[config.mk]
export PLATFORM = sky130hd
export DESIGN_NAME = mem_stage
export DESIGN_NICKNAME = d
export VERILOG_FILES = /design/src/rtl/mem_pkg.sv /design/src/rtl/load_align.sv /design/src/rtl/mem_stage.sv
export SDC_FILE = /design/constraint.sdc
export NUM_CORES = 1
export LEC_CHECK = 0
export BUFFER_PORTS_ARGS = -buffer_cell sky130_fd_sc_hd__buf_2
export CORE_AREA = 3 3 191 193
export DETAILED_ROUTE_END_ITERATION = 7
export DIE_AREA = 0 0 194 196
export GPL_TIMING_DRIVEN = 0
export HOLD_SLACK_MARGIN = 0.12
export PLACE_DENSITY = 0.69
export SLEW_MARGIN = 10
export SYNTH_ARGS = -nofsm -noshare
export SYNTH_HDL_FRONTEND = slang
export SYNTH_SLANG_ARGS = --single-unit
[constraint.sdc]
create_clock -name clk -period 3.92 [get_ports clk]
set_clock_uncertainty 0.2 [all_clocks]
set_input_delay 0.392 -clock clk [delete_from_list [all_inputs] [get_ports clk]]
set_output_delay 0.392 -clock clk [all_outputs]
set_load 0.01 [all_outputs]
[src/rtl/mem_pkg.sv]
// rtl/mem_pkg.sv - bus layouts and load-op encoding shared by the MEM stage
package mem_pkg;

    // ex_to_mem_bus: {side, ld_op, mem_req, rf_we, rf_waddr, alu_result, pc}
    localparam int EX_PC_LSB    = 0;
    localparam int EX_ALU_LSB   = 32;
    localparam int EX_WADDR_LSB = 64;
    localparam int EX_WE_BIT    = 69;
    localparam int EX_REQ_BIT   = 70;
    localparam int EX_LDOP_LSB  = 71;
    localparam int EX_SIDE_LSB  = 76;

    // mem_to_wb_bus: {side, rf_we, rf_waddr, final_wdata, pc}
    localparam int WB_PC_LSB    = 0;
    localparam int WB_WDATA_LSB = 32;
    localparam int WB_WADDR_LSB = 64;
    localparam int WB_WE_BIT    = 69;
    localparam int WB_SIDE_LSB  = 70;

    localparam int LD_OP_W = 5;
    localparam int LD_B    = 0;
    localparam int LD_H    = 1;
    localparam int LD_W    = 2;
    localparam int LD_BU   = 3;
    localparam int LD_HU   = 4;

    typedef logic [LD_OP_W-1:0] ld_op_t;

    // Positions inside the opaque CSR/exception sideband
    localparam int SIDE_EXCEP_EN = 0;
    localparam int SIDE_ERTN     = 1;

endpackage

[src/rtl/load_align.sv]
// rtl/load_align.sv - byte/half/word selection and extension of load data
module load_align
    import mem_pkg::*;
(
    input  ld_op_t      ld_op,
    input  logic [1:0]  off,
    input  logic [31:0] rdata,
    output logic [31:0] ext
);

    logic [7:0]  byte_v;
    logic [15:0] half_v;

    always_comb begin
        case (off)
            2'd0:    byte_v = rdata[7:0];
            2'd1:    byte_v = rdata[15:8];
            2'd2:    byte_v = rdata[23:16];
            default: byte_v = rdata[31:24];
        endcase
        half_v = off[1] ? rdata[31:16] : rdata[15:0];

        ext = 32'd0;
        if (ld_op[LD_B])
            ext = {{24{byte_v[7]}}, byte_v};
        else if (ld_op[LD_BU])
            ext = {24'd0, byte_v};
        else if (ld_op[LD_H])
            ext = {{16{half_v[15]}}, half_v};
        else if (ld_op[LD_HU])
            ext = {16'd0, half_v};
        else if (ld_op[LD_W])
            ext = rdata;
    end

endmodule

[src/rtl/mem_stage.sv]
// rtl/mem_stage.sv - LoongArch MEM stage: response wait, load align, forwarding, orphan tracking
module mem_stage
    import mem_pkg::*;
#(
    parameter int SIDE_W = 137
) (
    input  logic                  clk,
    input  logic                  resetn,
    input  logic                  ex_to_mem_valid,
    output logic                  mem_allowin,
    input  logic [76+SIDE_W-1:0]  ex_to_mem_bus,
    input  logic                  data_sram_data_ok,
    input  logic [31:0]           data_sram_rdata,
    output logic                  mem_to_wb_valid,
    input  logic                  wb_allowin,
    output logic [70+SIDE_W-1:0]  mem_to_wb_bus,
    output logic [38:0]           mem_to_id_bus,
    input  logic                  flush,
    output logic                  mem_ex
);

    logic                  mem_valid;
    logic [76+SIDE_W-1:0]  ex_bus_r;
    logic                  rbuf_valid;
    logic [31:0]           rbuf;
    logic [1:0]            discard_cnt;
    logic [1:0]            discard_nxt;

    logic [31:0]           pc;
    logic [31:0]           alu_result;
    logic [4:0]            rf_waddr;
    logic                  rf_we;
    logic                  mem_req;
    ld_op_t                ld_op;
    logic [SIDE_W-1:0]     side;

    logic                  own_ok;
    logic                  mem_ready_go;
    logic                  in_wait;
    logic                  discard_inc;
    logic                  discard_dec;
    logic [31:0]           load_src;
    logic [31:0]           load_data;
    logic [31:0]           final_wdata;

    assign pc         = ex_bus_r[EX_PC_LSB +: 32];
    assign alu_result = ex_bus_r[EX_ALU_LSB +: 32];
    assign rf_waddr   = ex_bus_r[EX_WADDR_LSB +: 5];
    assign rf_we      = ex_bus_r[EX_WE_BIT];
    assign mem_req    = ex_bus_r[EX_REQ_BIT];
    assign ld_op      = ex_bus_r[EX_LDOP_LSB +: LD_OP_W];
    assign side       = ex_bus_r[EX_SIDE_LSB +: SIDE_W];

    // A response only belongs to us once every orphan ahead of it has drained
    assign own_ok       = data_sram_data_ok & (discard_cnt == 2'd0);
    assign mem_ready_go = !mem_req | rbuf_valid | own_ok;
    assign mem_allowin  = !mem_valid | (mem_ready_go & wb_allowin);
    assign mem_to_wb_valid = mem_valid & mem_ready_go & !flush;
    assign in_wait      = mem_valid & mem_req & !rbuf_valid;

    assign discard_dec = data_sram_data_ok & (discard_cnt != 2'd0);
    assign discard_inc = flush & in_wait & !own_ok;

    always_comb begin
        discard_nxt = discard_cnt;
        if (discard_inc && !discard_dec && discard_cnt != 2'd3)
            discard_nxt = discard_cnt + 2'd1;
        else if (discard_dec && !discard_inc)
            discard_nxt = discard_cnt - 2'd1;
    end

    always_ff @(posedge clk) begin
        if (!resetn) begin
            mem_valid   <= 1'b0;
            rbuf_valid  <= 1'b0;
            discard_cnt <= 2'd0;
            ex_bus_r    <= '0;
        end else begin
            discard_cnt <= discard_nxt;
            if (flush) begin
                mem_valid  <= 1'b0;
                rbuf_valid <= 1'b0;
            end else begin
                if (mem_allowin)
                    mem_valid <= ex_to_mem_valid;
                if (ex_to_mem_valid && mem_allowin)
                    ex_bus_r <= ex_to_mem_bus;
                // allowin while valid means the instruction is leaving
                if (mem_allowin)
                    rbuf_valid <= 1'b0;
                else if (in_wait && own_ok)
                    rbuf_valid <= 1'b1;
            end
        end
    end

    always_ff @(posedge clk) begin
        if (in_wait && own_ok)
            rbuf <= data_sram_rdata;
    end

    assert property (@(posedge clk) disable iff (!resetn)
        !(discard_inc && !discard_dec && discard_cnt == 2'd3));

    assign load_src = rbuf_valid ? rbuf : data_sram_rdata;

    load_align u_load_align (
        .ld_op (ld_op),
        .off   (alu_result[1:0]),
        .rdata (load_src),
        .ext   (load_data)
    );

    assign final_wdata   = (|ld_op) ? load_data : alu_result;
    assign mem_to_wb_bus = {side, rf_we, rf_waddr, final_wdata, pc};
    assign mem_to_id_bus = {mem_valid & rf_we, rf_waddr, final_wdata,
                            mem_valid & (|ld_op) & !mem_ready_go};
    assign mem_ex        = mem_valid & (side[SIDE_EXCEP_EN] | side[SIDE_ERTN]);

endmodule

* After elaboration in Yosys (flattened, before gate mapping)
Index checks and enable logic that the tools add are counted.
** Cells by class
- Reductions and logical operators :: 21
- Mux-type cells :: 11
- Bitwise operators :: 19
- Add/subtract/negate cells :: 2
- Equal/unequal tests :: 3
** Operator list (number)
- 32-bit two-way mux :: 7
- 8-bit one-hot mux with 3 select lines :: 1
- 16-bit two-way mux :: 1
- 1-bit bitwise AND :: 13
- 1-bit zero test :: 8
- 1-bit logical AND :: 5
- 5-bit OR reduction :: 1
- 2-bit zero test :: 2
- 2-bit two-way mux :: 2
- 1-bit bitwise OR :: 4
- 2-bit nonzero test :: 2
- 3-bit OR reduction :: 1
- 2-bit by 1-bit adder with 2-bit output, second input constant :: 1
- 2-bit by 1-bit == test with 1-bit output, second input constant :: 1
- 2-bit == test, second input constant :: 1
- 2-bit inequality test, second input constant :: 1
- 1-bit inverter :: 2
- 2-bit AND reduction :: 1
- 2-bit OR reduction :: 1
- 2-bit by 1-bit subtractor with 2-bit output, second input constant :: 1
** Word-level totals
- Logic and storage cells :: 61
- Register bits :: 249

* Logic depth before layout (Yosys ltp)
Gate-level depths: netlist (run 1).
- Depth in word-level cells :: 8
- Gate-level depth with buffers :: 8
- Depth with buffers taken out :: 4

* Hierarchy
Synthesis (run 1) repeated with hierarchy kept, for this count alone.
** Unflattened totals
- Cell total of the unflattened synthesis :: 1384
- Area, all modules :: 13013.7 sq um
** Modules (own cells, without submodules)
- mem_stage :: area each 12196.7 sq um, times used 1, sequential area each 5305.1 sq um, cells an instance 1277
- load_align :: area each 817.0 sq um, times used 1, sequential area each 0.0 sq um, cells an instance 107

* Worst setup path after synthesis (run 1)
Ideal clock, no wire load.
- Kind :: reg-to-reg
- Start point :: register rbuf_valid
- End point :: register rbuf[0] (enable)
- Slack :: 212 ps
- Cell stages (with the launch flop) :: 3
- Data arrival time :: 3038 ps
- Buffers on the path :: 0
- Period minus slack after synthesis :: 3708 ps
- Required time :: 3250 ps
- Cells stage by stage :: dfxtp_1 > nand3b_1 > nor3b_1
** On the way
- Cells in the longest elaborated chain, start to end :: 3
** Ends and longest elaborated chain
- start: declaration :: line mem_stage.sv:24 : logic rbuf_valid;
- start signal: assignment :: line mem_stage.sv:75 : rbuf_valid <= 1'b0;
- start signal: assignment :: line mem_stage.sv:82 : rbuf_valid <= 1'b0;
- start signal: assignment :: line mem_stage.sv:90 : rbuf_valid <= 1'b0;
- 1-bit zero test :: line mem_stage.sv:59 : assign in_wait = mem_valid & mem_req & !rbuf_valid;
- 1-bit bitwise AND :: line mem_stage.sv:59
- 1-bit logical AND :: line mem_stage.sv:98 : if (in_wait && own_ok)
- end signal: assignment :: line mem_stage.sv:99 : rbuf <= data_sram_rdata;
- end: declaration :: line mem_stage.sv:25 : logic [31:0] rbuf;
Every way passes these cells.
A chain may end at the register's enable or synchronous reset.

* Final worst setup path (run 1)
- Start point :: register rbuf_valid
- End point :: output mem_to_wb_bus[42]
** On the way
- Cells in the longest elaborated chain, start to end :: 7
- Elaborated cells on any way between the ends :: 9
- Classes of those cells :: mux: 9
** Ends and longest elaborated chain
- 32-bit two-way mux * :: line mem_stage.sv:105 : assign load_src = rbuf_valid ? rbuf : data_sram_rdata;
- 32-bit two-way mux / 16-bit two-way mux (equally long branches) :: line load_align.sv:32, load_align.sv:21
- 32-bit two-way mux :: line load_align.sv:30 : else if (ld_op[LD_HU])
- 32-bit two-way mux :: line load_align.sv:28 : else if (ld_op[LD_H])
- 32-bit two-way mux :: line load_align.sv:26 : else if (ld_op[LD_BU])
- 32-bit two-way mux * :: line load_align.sv:24 : if (ld_op[LD_B])
- 32-bit two-way mux * :: line mem_stage.sv:114 : assign final_wdata = (|ld_op) ? load_data : alu_result;
- end: declaration :: line mem_stage.sv:16 : output logic [70+SIDE_W-1:0] mem_to_wb_bus,
Mark *: on every way between the ends. The rest lies on a longest branch, timed or not.

==> results of run 1 <==
## power groups by stage
stage	Clock, mW	Sequential [mW]	Combinational (mW)
5_1_grt	2.74	2.76	1.41
3_3_place_gp	0	2.80	1.07
4_1_cts	2.65	2.75	1.29
2_1_floorplan	0	2.78	0.633
6_report	2.58	2.75	1.30
3_5_place_dp	0	2.80	1.08
## final cells by class
type	instances	area, µm²	share of cell area (%)
inverters	4	15.0	0.0810
multi-input cells	834	4650	25.1
diodes	1	2.50	0.0135
plain buffers	301	2070	11.2
clock inverters	7	68.8	0.371
flip-flops and latches	249	5310	28.6
clock buffers	45	836	4.51
repair buffers	751	5020	27.1
well taps	455	569	3.07
## worst max-delay path, delay by kind of cell (launching register included)
family,cells,cell delay (ns)
buffers and inverters,5,1.10
muxes,1,0.12
AOI/OAI and AO/OA,3,0.83
DFF,1,0.42
## sequential cells by signal, summed over array words and instances (netlist names)
name and cells:
ex_bus_r 213, rbuf 32, discard_cnt 2, mem_valid 1, rbuf_valid 1
## layer usage
layer,wire length (µm),vias to the layer above
met4,2370,4
met5,21,-
met2,22900,579
met3,3230,160
met1,16700,5775
li1,-,5926
## worst max path at each step
| stage | from | end | slack (ns) |
|---|---|---|---|
| floorplan | rbuf_valid | rbuf[0] | 0.21 |
| global placement | mem_valid | rbuf[3] | -1.70 |
| detailed placement | rbuf_valid | mem_to_wb_bus[43] | 0.92 |
| CTS | rbuf_valid | mem_to_wb_bus[43] | 0.33 |
| global route | rbuf_valid | mem_to_wb_bus[42] | 0.18 |
| finish | rbuf_valid | mem_to_wb_bus[42] | 0.31 |
## cells by family after synthesis
family	count (synthesis)	share of synthesized area [%]
AO/OA/AOI/OAI	290	17.5
XOR/XNOR	1	0.0728
buffers and inverters	305	17.3
flip-flops	249	44.1
multiplexers	42	4.47
AND/OR/NAND/NOR	501	16.5
## layout by cell type (no fill, tap or decap), types with 29 or more instances in the layout
| cell type | netlist | layout |
|---|---|---|
| clkbuf_16 | 0 | 29 |
| nand2_1 | 446 | 446 |
| buf_4 | 230 | 233 |
| a21boi_0 | 83 | 83 |
| buf_2 | 30 | 528 |
| dlygate4sd3_1 | 0 | 249 |
| clkbuf_1 | 35 | 46 |
| dfxtp_1 | 217 | 217 |
| edfxtp_1 | 32 | 32 |
| a21boi_1 | 132 | 132 |
## per-stage QoR
step           worst slack, ns  std cells  hold slack, ns
2_1_floorplan            0.212       1388           0.235
3_3_place_gp             -1.70       2341           0.241
3_5_place_dp             0.920       2345           0.246
4_1_cts                  0.330       2646           0.144
5_1_grt                  0.177       2646           0.223
6_report                 0.309       2647           0.174
==> flow_metrics.env, run 1 <==
export IMPL_gr_usage_met3_pct=5.01
export IMPL_cp_end_kind="output pin"
export IMPL_power_frac_seq_pct=41.4
export IMPL_die_w_um=194
export IMPL_routedWlPerCell_um=17.1
export IMPL_grt_use_met1_pct=24.0
export IMPL_stdcell_area_um2=18500
export IMPL_reg2reg_depth=6
export IMPL_reg2reg_slack_ns=1.31
export IMPL_hold_end="rbuf_valid"
export IMPL_die_y_um=196
export IMPL_synthFlopType="dfxtp_1"
export IMPL_synth_area_leaders="dfxtp_1 36%, buf_4 14%, nand2_1 14%"
export IMPL_portBuffers=498
export IMPL_antenna_found_initial=3
export IMPL_clkSlewWorstSetupHoldPaths_ns=0.06
export IMPL_ys_async_sr_fraction_pct=0
export IMPL_placed_cell_area_um2=15100
export IMPL_cp_slowest_stage_delay_ns=0.53
export IMPL_gp_congestion=0.888
export IMPL_worst_pin_slew_ns=0.925
export IMPL_cts_tree="done"
export IMPL_post_synth_top_count_cell="nand2_1"
export IMPL_ant_nets=0
export IMPL_r2r_start="mem_valid"
export IMPL_fmax_mhz=277
export IMPL_crit_type="flip-flop to output pin"
export IMPL_synth_area_per_cell_um2=8.67
export IMPL_grt_use_met2_pct=41.7
export IMPL_finalPower_mw=6.64
export IMPL_ys_seq_area_share_pct=44.1
export IMPL_clkPwrFrac_pct=38.9
export IMPL_hold_path_class="input port to flip-flop"
export IMPL_synth_top_cells_by_count="446 x nand2_1, 230 x buf_4, 217 x dfxtp_1"
export IMPL_min_from="wb_allowin"
export IMPL_irDropWorstVdd_mv=0.300
export IMPL_required_ns=3.33
export IMPL_fillers=3077
export IMPL_cts_buffers=29
export IMPL_synth_top_area_share_pct=36.1
export IMPL_crit_slowest_cell="o21ai_0"
export IMPL_clk_latency_ns=0.54
export IMPL_cts_root_buf="clkbuf_16"
export IMPL_final_util_pct=53.4
export IMPL_dr_pass1_iters=7
export IMPL_grt_pass1_vias=13100
export IMPL_status="completed"
export IMPL_syn_nets=1639
export IMPL_power_frac_comb_pct=19.7
export IMPL_cp_cell_sequence="buf_4, buf_4, buf_4, mux2i_1, a211oi_1, a21oi_1, o21ai_0, buf_4, buf_2"
export IMPL_tns_ns=0
export IMPL_p_int_mw=4.90
export IMPL_cts_max_level=1
export IMPL_worst_path_max_fanout=10
export IMPL_hold_depth=4
export IMPL_ctsLongestPathBuffers=3
export IMPL_grt_max_degree=14
export IMPL_grtUsageTotal_pct=22.5
export IMPL_row_count=68
export IMPL_wl_mm=45.2
export IMPL_grt_pass1_wl_mm=69.3
export IMPL_io_pins=500
export IMPL_vias=12400
export IMPL_yosys_register_bits=249
export IMPL_finalMaxSlewViolations=0
export IMPL_postCtsHoldBufs=249
export IMPL_fp_coreArea_um2=34700
export IMPL_critPathArrivalTime_ns=3.02
export IMPL_fin_crit_sh_pct=92.1
export IMPL_drc=0
export IMPL_netlist_area_um2=12000
export IMPL_hold_viol_final=0
export IMPL_slew_headroom_pct=38.3
export IMPL_grt_busiest_layer="met2"
export IMPL_vias_per_cell=4.70
export IMPL_cts_resized_gates=0
export IMPL_synth_cell_types=46
export IMPL_cp_common_cell="buf_4"
export IMPL_clock_sink_count=249
export IMPL_design_die_area_um2=38000
export IMPL_nets=2421
export IMPL_rsz0062_at_grt="false"
export IMPL_syn2layout_area_growth_pct=54.0
export IMPL_yosysTopAreaCell="dfxtp_1"
export IMPL_p_sw_share_pct=26.2
export IMPL_dp_hpwl_mm=32.0
export IMPL_power_switching_mw=1.74
export IMPL_synth_edff_count=32
export IMPL_overflow=0
export IMPL_synthCells=1388
export IMPL_p_leak_nw=8.71
export IMPL_yosys_warnings=0
export IMPL_start_util_pct=34.7
export IMPL_drtIter0Drc=518
export IMPL_drive_gt1_share_pct=38.7
export IMPL_drv_cap=0
export IMPL_post_cts_buffers=0
export IMPL_power_density_nw_per_um2=358
export IMPL_setup_violations_final=0
export IMPL_start_kind="flip-flop"
export IMPL_fin_crit_ns=3.61
export IMPL_r2r_end="ex_bus_r[26]"
Power figures use the tool's default switching activity.
==> run 2: changes to the inputs <==
--- a/config.mk
+++ b/config.mk
@@ -5,13 +5,15 @@
 export SDC_FILE = /design/constraint.sdc
 export NUM_CORES = 1
 export LEC_CHECK = 0
+export ABC_AREA = 1
 export BUFFER_PORTS_ARGS = -buffer_cell sky130_fd_sc_hd__buf_2
-export CORE_AREA = 3 3 191 193
+export CAP_MARGIN = 20
+export CORE_AREA = 3 3 192 194
 export DETAILED_ROUTE_END_ITERATION = 7
-export DIE_AREA = 0 0 194 196
+export DIE_AREA = 0 0 195 197
 export GPL_TIMING_DRIVEN = 0
 export HOLD_SLACK_MARGIN = 0.12
-export PLACE_DENSITY = 0.69
+export PLACE_DENSITY = 0.72
 export SLEW_MARGIN = 10
 export SYNTH_ARGS = -nofsm -noshare
 export SYNTH_HDL_FRONTEND = slang
==> run 2 against run 1 <==
Register-to-register slack gained 0.44 ns. Largest cell class unchanged. Sequential power rose by 3%. First-iteration DRC count grew 69%. Critical path depth down 1. Fmax up 6.6%. Sequential share of layout area fell by 1.8 points. Core utilization up 2.6 points. Count of clock-buffer cells in the layout did not move. Combinational power increased by 46%. Area after synthesis rose by 9.7%.
==> flow_metrics.env, run 2 <==
export IMPL_cp_num_cells=8
export IMPL_die_y_um=197
export IMPL_ys_async_sr_fraction_pct=0
export IMPL_fillers=3128
export IMPL_crit_type="flip-flop to output pin"
export IMPL_design_die_area_um2=38400
export IMPL_top_register="ex_bus_r"
export IMPL_ys_seq_area_share_pct=40.2
export IMPL_worst_pin_slew_ns=0.850
export IMPL_clock_sink_count=249
export IMPL_cp_end_kind="output pin"
export IMPL_synth_cell_types=23
export IMPL_tns_ns=0
export IMPL_die_w_um=195
export IMPL_final_common_cell="nand2_1"
export IMPL_drv_cap=0
export IMPL_grt_pass1_vias=15400
export IMPL_cp_endpoint="mem_to_wb_bus[59]"
export IMPL_vias=15000
export IMPL_synthFlopType="dfxtp_1"
export IMPL_largestRegisters="ex_bus_r (213), rbuf (32), discard_cnt (2)"
export IMPL_required_ns=3.33
export IMPL_cp_slowest_stage_delay_ns=0.40
export IMPL_finalMaxSlewViolations=0
export IMPL_critPathArrivalTime_ns=2.79
export IMPL_hold_viol_final=0
export IMPL_critPathTopFamily="simple AND/OR/NAND/NOR gates"
export IMPL_gp_congestion=0.925
export IMPL_cts_max_level=1
export IMPL_nets=3069
export IMPL_cts_buffers=30
export IMPL_grt_use_met1_pct=29.4
export IMPL_layout_common_cells="646 x nand2_1, 541 x buf_2, 441 x nor2_1, 251 x dlygate4sd3_1, 250 x inv_1"
export IMPL_drtIter0Drc=873
export IMPL_io_pins=500
export IMPL_reg2reg_slack_ns=1.75
export IMPL_yosysTopAreaCell="dfxtp_1"
export IMPL_synth_edff_count=32
export IMPL_start_util_pct=37.3
export IMPL_reg2reg_depth=9
export IMPL_yosys_warnings=0
export IMPL_fmax_mhz=295
export IMPL_setup_violations_final=0
export IMPL_syn_nets=2287
export IMPL_diodes=0
export IMPL_fin_cells=3302
export IMPL_p_sw_share_pct=30.0
export IMPL_fp_coreArea_um2=35400
export IMPL_gr_usage_met3_pct=5.93
export IMPL_largest_reg_flops=213
export IMPL_power_frac_seq_pct=37.8
export IMPL_power_density_nw_per_um2=379
export IMPL_ant_nets=0
export IMPL_grt_max_degree=19
export IMPL_synth_top_area_share_pct=32.9
export IMPL_post_synth_top_count_cell="nand2_1"
export IMPL_synthCells=2036
export IMPL_cp_num_buf_inv=4
export IMPL_cts_tree="done"
export IMPL_grtUsageTotal_pct=26.6
export IMPL_hold_slack_ns=0.266
export IMPL_r2r_end="ex_bus_r[73]"
export IMPL_fin_crit_sh_pct=86.4
export IMPL_clkSlewWorstSetupHoldPaths_ns=0.06
export IMPL_rsz0062_at_grt="false"
export IMPL_p_int_mw=5.25
export IMPL_placedCellCount=2996
export IMPL_status="completed"
export IMPL_cts_root_buf="clkbuf_16"
export IMPL_grt_busiest_layer="met2"
export IMPL_final_util_pct=56.0
export IMPL_worst_path_max_fanout=10
export IMPL_p_leak_nw=11.3
export IMPL_synth_top_cells_by_count="646 x nand2_1, 442 x nor2_1, 250 x inv_1"
export IMPL_overflow=0
export IMPL_start_kind="flip-flop"
export IMPL_yosys_register_bits=249
export IMPL_cts_resized_gates=0
export IMPL_r2r_start="discard_cnt[1]"
export IMPL_irDropWorstVdd_mv=0.340
export IMPL_vias_per_cell=4.55
export IMPL_dp_hpwl_mm=37.7
export IMPL_synth_area_leaders="dfxtp_1 33%, nand2_1 18%, nor2_1 13%"
export IMPL_wl_mm=53.6
export IMPL_clkPwrFrac_pct=36.9
export IMPL_crit_slowest_cell="nor3_2"
export IMPL_portBuffers=498
export IMPL_grt_use_met2_pct=48.5
export IMPL_antenna_found_initial=2
export IMPL_routedWlPerCell_um=16.2
export IMPL_clk_latency_ns=0.56
export IMPL_cp_startpoint="ex_bus_r[71]"
export IMPL_grt_pass1_wl_mm=81.9
export IMPL_netlist_area_um2=13200
export IMPL_ctsLongestPathBuffers=3
export IMPL_drc=0
export IMPL_syn2layout_area_growth_pct=50.0
export IMPL_power_frac_comb_pct=25.2
export IMPL_row_count=69
export IMPL_fin_crit_ns=3.39
export IMPL_drive_gt1_share_pct=29.3
export IMPL_slew_headroom_pct=43.3
export IMPL_synth_area_per_cell_um2=6.49
export IMPL_dr_pass1_iters=5
export IMPL_hold_path_class="input port to flip-flop"
export IMPL_finalPower_mw=7.51
export IMPL_power_switching_mw=2.25
export IMPL_cp_cell_sequence="nor2_2, inv_1, nor3_2, clkbuf_1, nand2_1, nand3_1, buf_4, buf_2"
## run 2: changes by cell type after synthesis, moves of 12 or more
cell	change
mux2_2	-24
a22oi_1	-23
clkbuf_1	-13
inv_1	+246
nand2_1	+200
a21oi_1	-12
a21boi_1	-132
a21boi_0	-83
nand3_1	+76
nor2_1	+422
buf_2	+13
o21ai_0	+12
## run 2: worst reg2reg max path, stage by stage, from the launching register on
cell     delay, ns
dfxtp_1       0.35
inv_1         0.08
nand3_1       0.17
nand2_1       0.19
nand3_2       0.17
buf_2         0.28
buf_2         0.40
nand2_1       0.11
nand2_1       0.08
nor2_1        0.04
## run 2: worst min-delay path by stage
stage                               from              to  slack, ns  cells past startpoint
after global placement    discard_cnt[1]  discard_cnt[1]       0.26                      2
after detailed placement    ex_bus_r[80]    ex_bus_r[80]       0.30                      4
after global routing              resetn   ex_bus_r[182]       0.29                      4
after CTS                         resetn   ex_bus_r[173]       0.23                      4
after floorplan           discard_cnt[1]  discard_cnt[1]       0.25                      2
final                             resetn   ex_bus_r[181]       0.27                      4
## run 2: logic make-up after synthesis
kind of cell           Yosys count  synth area share [%]
buffers and inverters          559                  23.3
DFF                            249                  40.2
AOI/OAI and AO/OA               41                  1.70
and+or+nand+nor               1187                  34.9
## run 2: cell type report
class / count / area [µm²] / share of cell area, %
clock buffer: 45 / 918 / 4.63
multi-input combinational: 1228 / 4840 / 24.4
tap: 461 / 577 / 2.91
sequential: 249 / 5310 / 26.8
buffer: 307 / 2130 / 10.7
inverter: 252 / 946 / 4.77
clock inverter: 10 / 70.1 / 0.354
timing repair buffer: 750 / 5030 / 25.4
## run 2: power groups by stage
stage                     logic [mW]  registers, mW  clock network, mW
after floorplan                 1.01           2.86                  0
after global placement          1.63           2.88                  0
after detailed placement        1.65           2.89                  0
after CTS                       1.86           2.83               2.83
after global routing            2.07           2.85               2.92
final                           1.90           2.84               2.77
## run 2: metal layers
layer | share of wire, % | vias up
met2 | 49 | 704
met1 | 37 | 6765
met4 | 5.7 | 4
met5 | 0.050 | -
met3 | 7.8 | 196
li1 | - | 7358
## run 2: metrics by stage
step | setup WS [ns] | area (µm²)
finish | 0.534 | 19800
global route | 0.403 | 19800
CTS | 0.494 | 19800
detailed placement | 1.10 | 16300
global placement | 0.585 | 16300
floorplan | 1.31 | 13200
## run 2: what timing repair did
item,CTS,global route
setup buffers,0,0
hold buffers,251,0
endpoints found under the hold margin,249,0
==> run 3: changes to the inputs <==
--- a/config.mk
+++ b/config.mk
@@ -8,13 +8,14 @@
 export ABC_AREA = 1
 export BUFFER_PORTS_ARGS = -buffer_cell sky130_fd_sc_hd__buf_2
 export CAP_MARGIN = 20
-export CORE_AREA = 3 3 192 194
+export CORE_AREA = 3 3 194 196
 export DETAILED_ROUTE_END_ITERATION = 7
-export DIE_AREA = 0 0 195 197
+export DIE_AREA = 0 0 197 199
 export GPL_TIMING_DRIVEN = 0
 export HOLD_SLACK_MARGIN = 0.12
-export PLACE_DENSITY = 0.72
+export PLACE_DENSITY = 0.79
 export SLEW_MARGIN = 10
 export SYNTH_ARGS = -nofsm -noshare
 export SYNTH_HDL_FRONTEND = slang
+export SYNTH_HIERARCHICAL = 1
 export SYNTH_SLANG_ARGS = --single-unit
==> run 3 against run 2 <==
Worst setup slack lost 0.31 ns. Global-route usage grew 2.0 points. Final area grew 13%. First-iteration DRC count grew 62%. Combinational power grew 14%. Clock power grew 2%. Final cell count grew 16%. Synthesized cell count grew 26%. Sequential power is essentially flat. Sequential share of layout area shrank 3.2 points. Largest cell class unchanged.
==> flow_metrics.env, run 3 <==
export IMPL_reg2reg_slack_ns=1.37
export IMPL_setup_violations_final=0
export IMPL_cp_end_kind="output pin"
export IMPL_crit_slowest_cell="buf_1"
export IMPL_largestRegisters="ex_bus_r (213), rbuf (32), discard_cnt (2)"
export IMPL_synth_top_area_share_pct=27.4
export IMPL_synth_top_cells_by_count="666 x nand2_1, 612 x inv_1, 268 x nor2_1"
export IMPL_vias=18200
export IMPL_yosys_warnings=6
export IMPL_yosys_register_bits=249
export IMPL_drv_cap=0
export IMPL_finalMaxSlewViolations=0
export IMPL_drc=0
export IMPL_drtIter0Drc=1417
export IMPL_ys_async_sr_fraction_pct=0
export IMPL_yosysTopAreaCell="dfxtp_1"
export IMPL_dr_pass1_iters=8
export IMPL_synthCells=2561
export IMPL_worst_path_max_fanout=10
export IMPL_portBuffers=498
export IMPL_largest_reg_flops=213
export IMPL_register_area_um2=5310
export IMPL_slew_headroom_pct=43.4
export IMPL_die_y_um=199
export IMPL_fp_coreArea_um2=36300
export IMPL_finalPower_mw=7.81
export IMPL_worst_pin_slew_ns=0.848
export IMPL_fin_crit_ns=3.70
export IMPL_dp_hpwl_mm=39.4
export IMPL_clkSlewWorstSetupHoldPaths_ns=0.06
export IMPL_hold_viol_final=0
export IMPL_synthFlopType="dfxtp_1"
export IMPL_p_leak_nw=13.4
export IMPL_netlist_area_um2=15800
export IMPL_ys_seq_area_share_pct=33.5
export IMPL_fin_crit_sh_pct=94.4
export IMPL_hold_depth=4
export IMPL_clock_sink_count=249
export IMPL_layout_common_cells="666 x nand2_1, 611 x inv_1, 569 x buf_2, 268 x nor2_1, 252 x dlygate4sd3_1"
export IMPL_final_common_cell="nand2_1"
export IMPL_gp_congestion=0.959
export IMPL_hold_end="ex_bus_r[19]"
export IMPL_synth_area_leaders="dfxtp_1 27%, nand2_1 16%, inv_1 15%"
export IMPL_antenna_found_initial=1
export IMPL_start_util_pct=43.7
export IMPL_cp_slowest_stage_delay_ns=0.39
export IMPL_hold_path_class="input port to flip-flop"
export IMPL_cts_max_level=1
export IMPL_drive_gt1_share_pct=27.9
export IMPL_routedWlPerCell_um=15.5
export IMPL_io_pins=500
export IMPL_post_synth_top_count_cell="nand2_1"
export IMPL_status="completed"
export IMPL_syn2layout_area_growth_pct=41.9
export IMPL_diodes=0
export IMPL_synth_edff_count=32
export IMPL_ant_nets=0
export IMPL_synth_cell_types=29
export IMPL_grt_pass1_wl_mm=90.2
export IMPL_clk_latency_ns=0.54
export IMPL_design_die_area_um2=39200
export IMPL_nets=3597
export IMPL_r2r_start="rbuf_valid"
export IMPL_top_register="ex_bus_r"
export IMPL_cts_tree="done"
export IMPL_synth_area_per_cell_um2=6.19
export IMPL_multiInputGateArea_um2=5640
export IMPL_power_density_nw_per_um2=348
export IMPL_cts_root_buf="clkbuf_16"
export IMPL_crit_type="flip-flop to output pin"
export IMPL_cp_cell_sequence="buf_2, buf_1, nand2_1, nand2_1, nand2_1, nand3_1, nand3_2, buf_4, nand2_1, nand2_1, o21ai_0, buf_4, buf_2"
export IMPL_required_ns=3.33
export IMPL_post_place_ws_ns=0.723
export IMPL_row_count=70
export IMPL_grtUsageTotal_pct=28.7
export IMPL_die_w_um=197
export IMPL_vias_per_cell=4.74
export IMPL_grt_pass1_vias=17700
export IMPL_fmax_mhz=270
export IMPL_wl_mm=59.4
export IMPL_critPathArrivalTime_ns=3.11
export IMPL_grt_max_degree=14
export IMPL_cts_buffers=28
export IMPL_min_from="resetn"
export IMPL_final_setup_worst_slack_ns=0.219
export IMPL_cp_common_cell="nand2_1"
export IMPL_r2r_end="mem_valid"
export IMPL_reg2reg_depth=8
export IMPL_fillers=3006
export IMPL_start_kind="flip-flop"
export IMPL_syn_nets=2812
export IMPL_irDropWorstVdd_mv=0.319
export IMPL_overflow=0
export IMPL_ctsLongestPathBuffers=3
## run 3: cell count changes after synthesis, moves of 17 or more
cell and change:
o21ai_0 +17, inv_2 +47, nand3_1 -22, nor2_1 -174
nand2_1 +20, nand4_1 +204, inv_1 +362, clkbuf_1 +25
buf_2 +28
## run 3: worst max-delay path: cells and delay by family (launching register included)
| family | cells | cell delay [ns] |
|---|---|---|
| buffers and inverters | 5 | 1.20 |
| and+or+nand+nor | 7 | 0.79 |
| DFF | 1 | 0.30 |
| AOI/OAI and AO/OA | 1 | 0.25 |
## run 3: timing repair
item,CTS,global route
resized for setup,0,7
setup buffers,0,2
endpoints found under the hold margin,249,0
endpoints found under the setup margin,0,21
hold buffers,252,0
## run 3: logic make-up after synthesis
kind of cell,count (synthesis),synth area share (%)
AOI/OAI and AO/OA,55,1.94
buffers and inverters,1023,30.9
DFF,249,33.5
and+or+nand+nor,1234,33.6
## run 3: metrics by stage
step / std cells / TNS (ns) / hold slack (ns) / utilization [%] / cell area, µm²
detailed placement: 3530 / 0 / 0.296 / 52.3 / 18900
global route: 3836 / -0.00495 / 0.326 / 62.0 / 22500
CTS: 3834 / 0 / 0.265 / 61.9 / 22500
finish: 3836 / 0 / 0.295 / 62.0 / 22500
global placement: 3527 / -20.17 / 0.296 / 52.2 / 18900
floorplan: 2561 / 0 / 0.285 / - / 15800
## run 3: layer usage
metal	part of all wire [%]	global-route usage (%)	up-vias
met2	48	49.8	1003
met4	5.6	15.2	0
met5	0	0	-
li1	-	-	8890
met3	9.1	6.59	256
met1	38	33.0	8039
## run 3: worst max-delay path by stage
stage	start	endpoint	slack, ns	depth (start not counted)
2_1_floorplan	discard_cnt[1]	rbuf[0]	0.50	3
3_3_place_gp	data_sram_data_ok	rbuf[28]	-0.62	3
3_5_place_dp	rbuf_valid	mem_to_wb_bus[56]	0.72	14
4_1_cts	rbuf_valid	mem_to_wb_bus[56]	0.13	14
5_1_grt	rbuf_valid	mem_to_wb_bus[56]	-0.005	14
6_report	rbuf_valid	mem_to_wb_bus[56]	0.22	13
## run 3: cell type report
type	instances	area share (%)
inverters	661	11.1
multi-input cells	1289	25.1
plain buffers	362	10.8
clock buffers	38	3.60
well taps	468	2.60
clock inverters	14	0.779
flip-flops and latches	249	23.6
repair buffers	755	22.5
## run 3: power by group
group          switching (mW)  internal (mW)  total (mW)
Combinational            1.17          0.987        2.16
Clock                    1.12           1.70        2.82
Sequential             0.0881           2.75        2.84
Total                    2.38           5.44        7.81
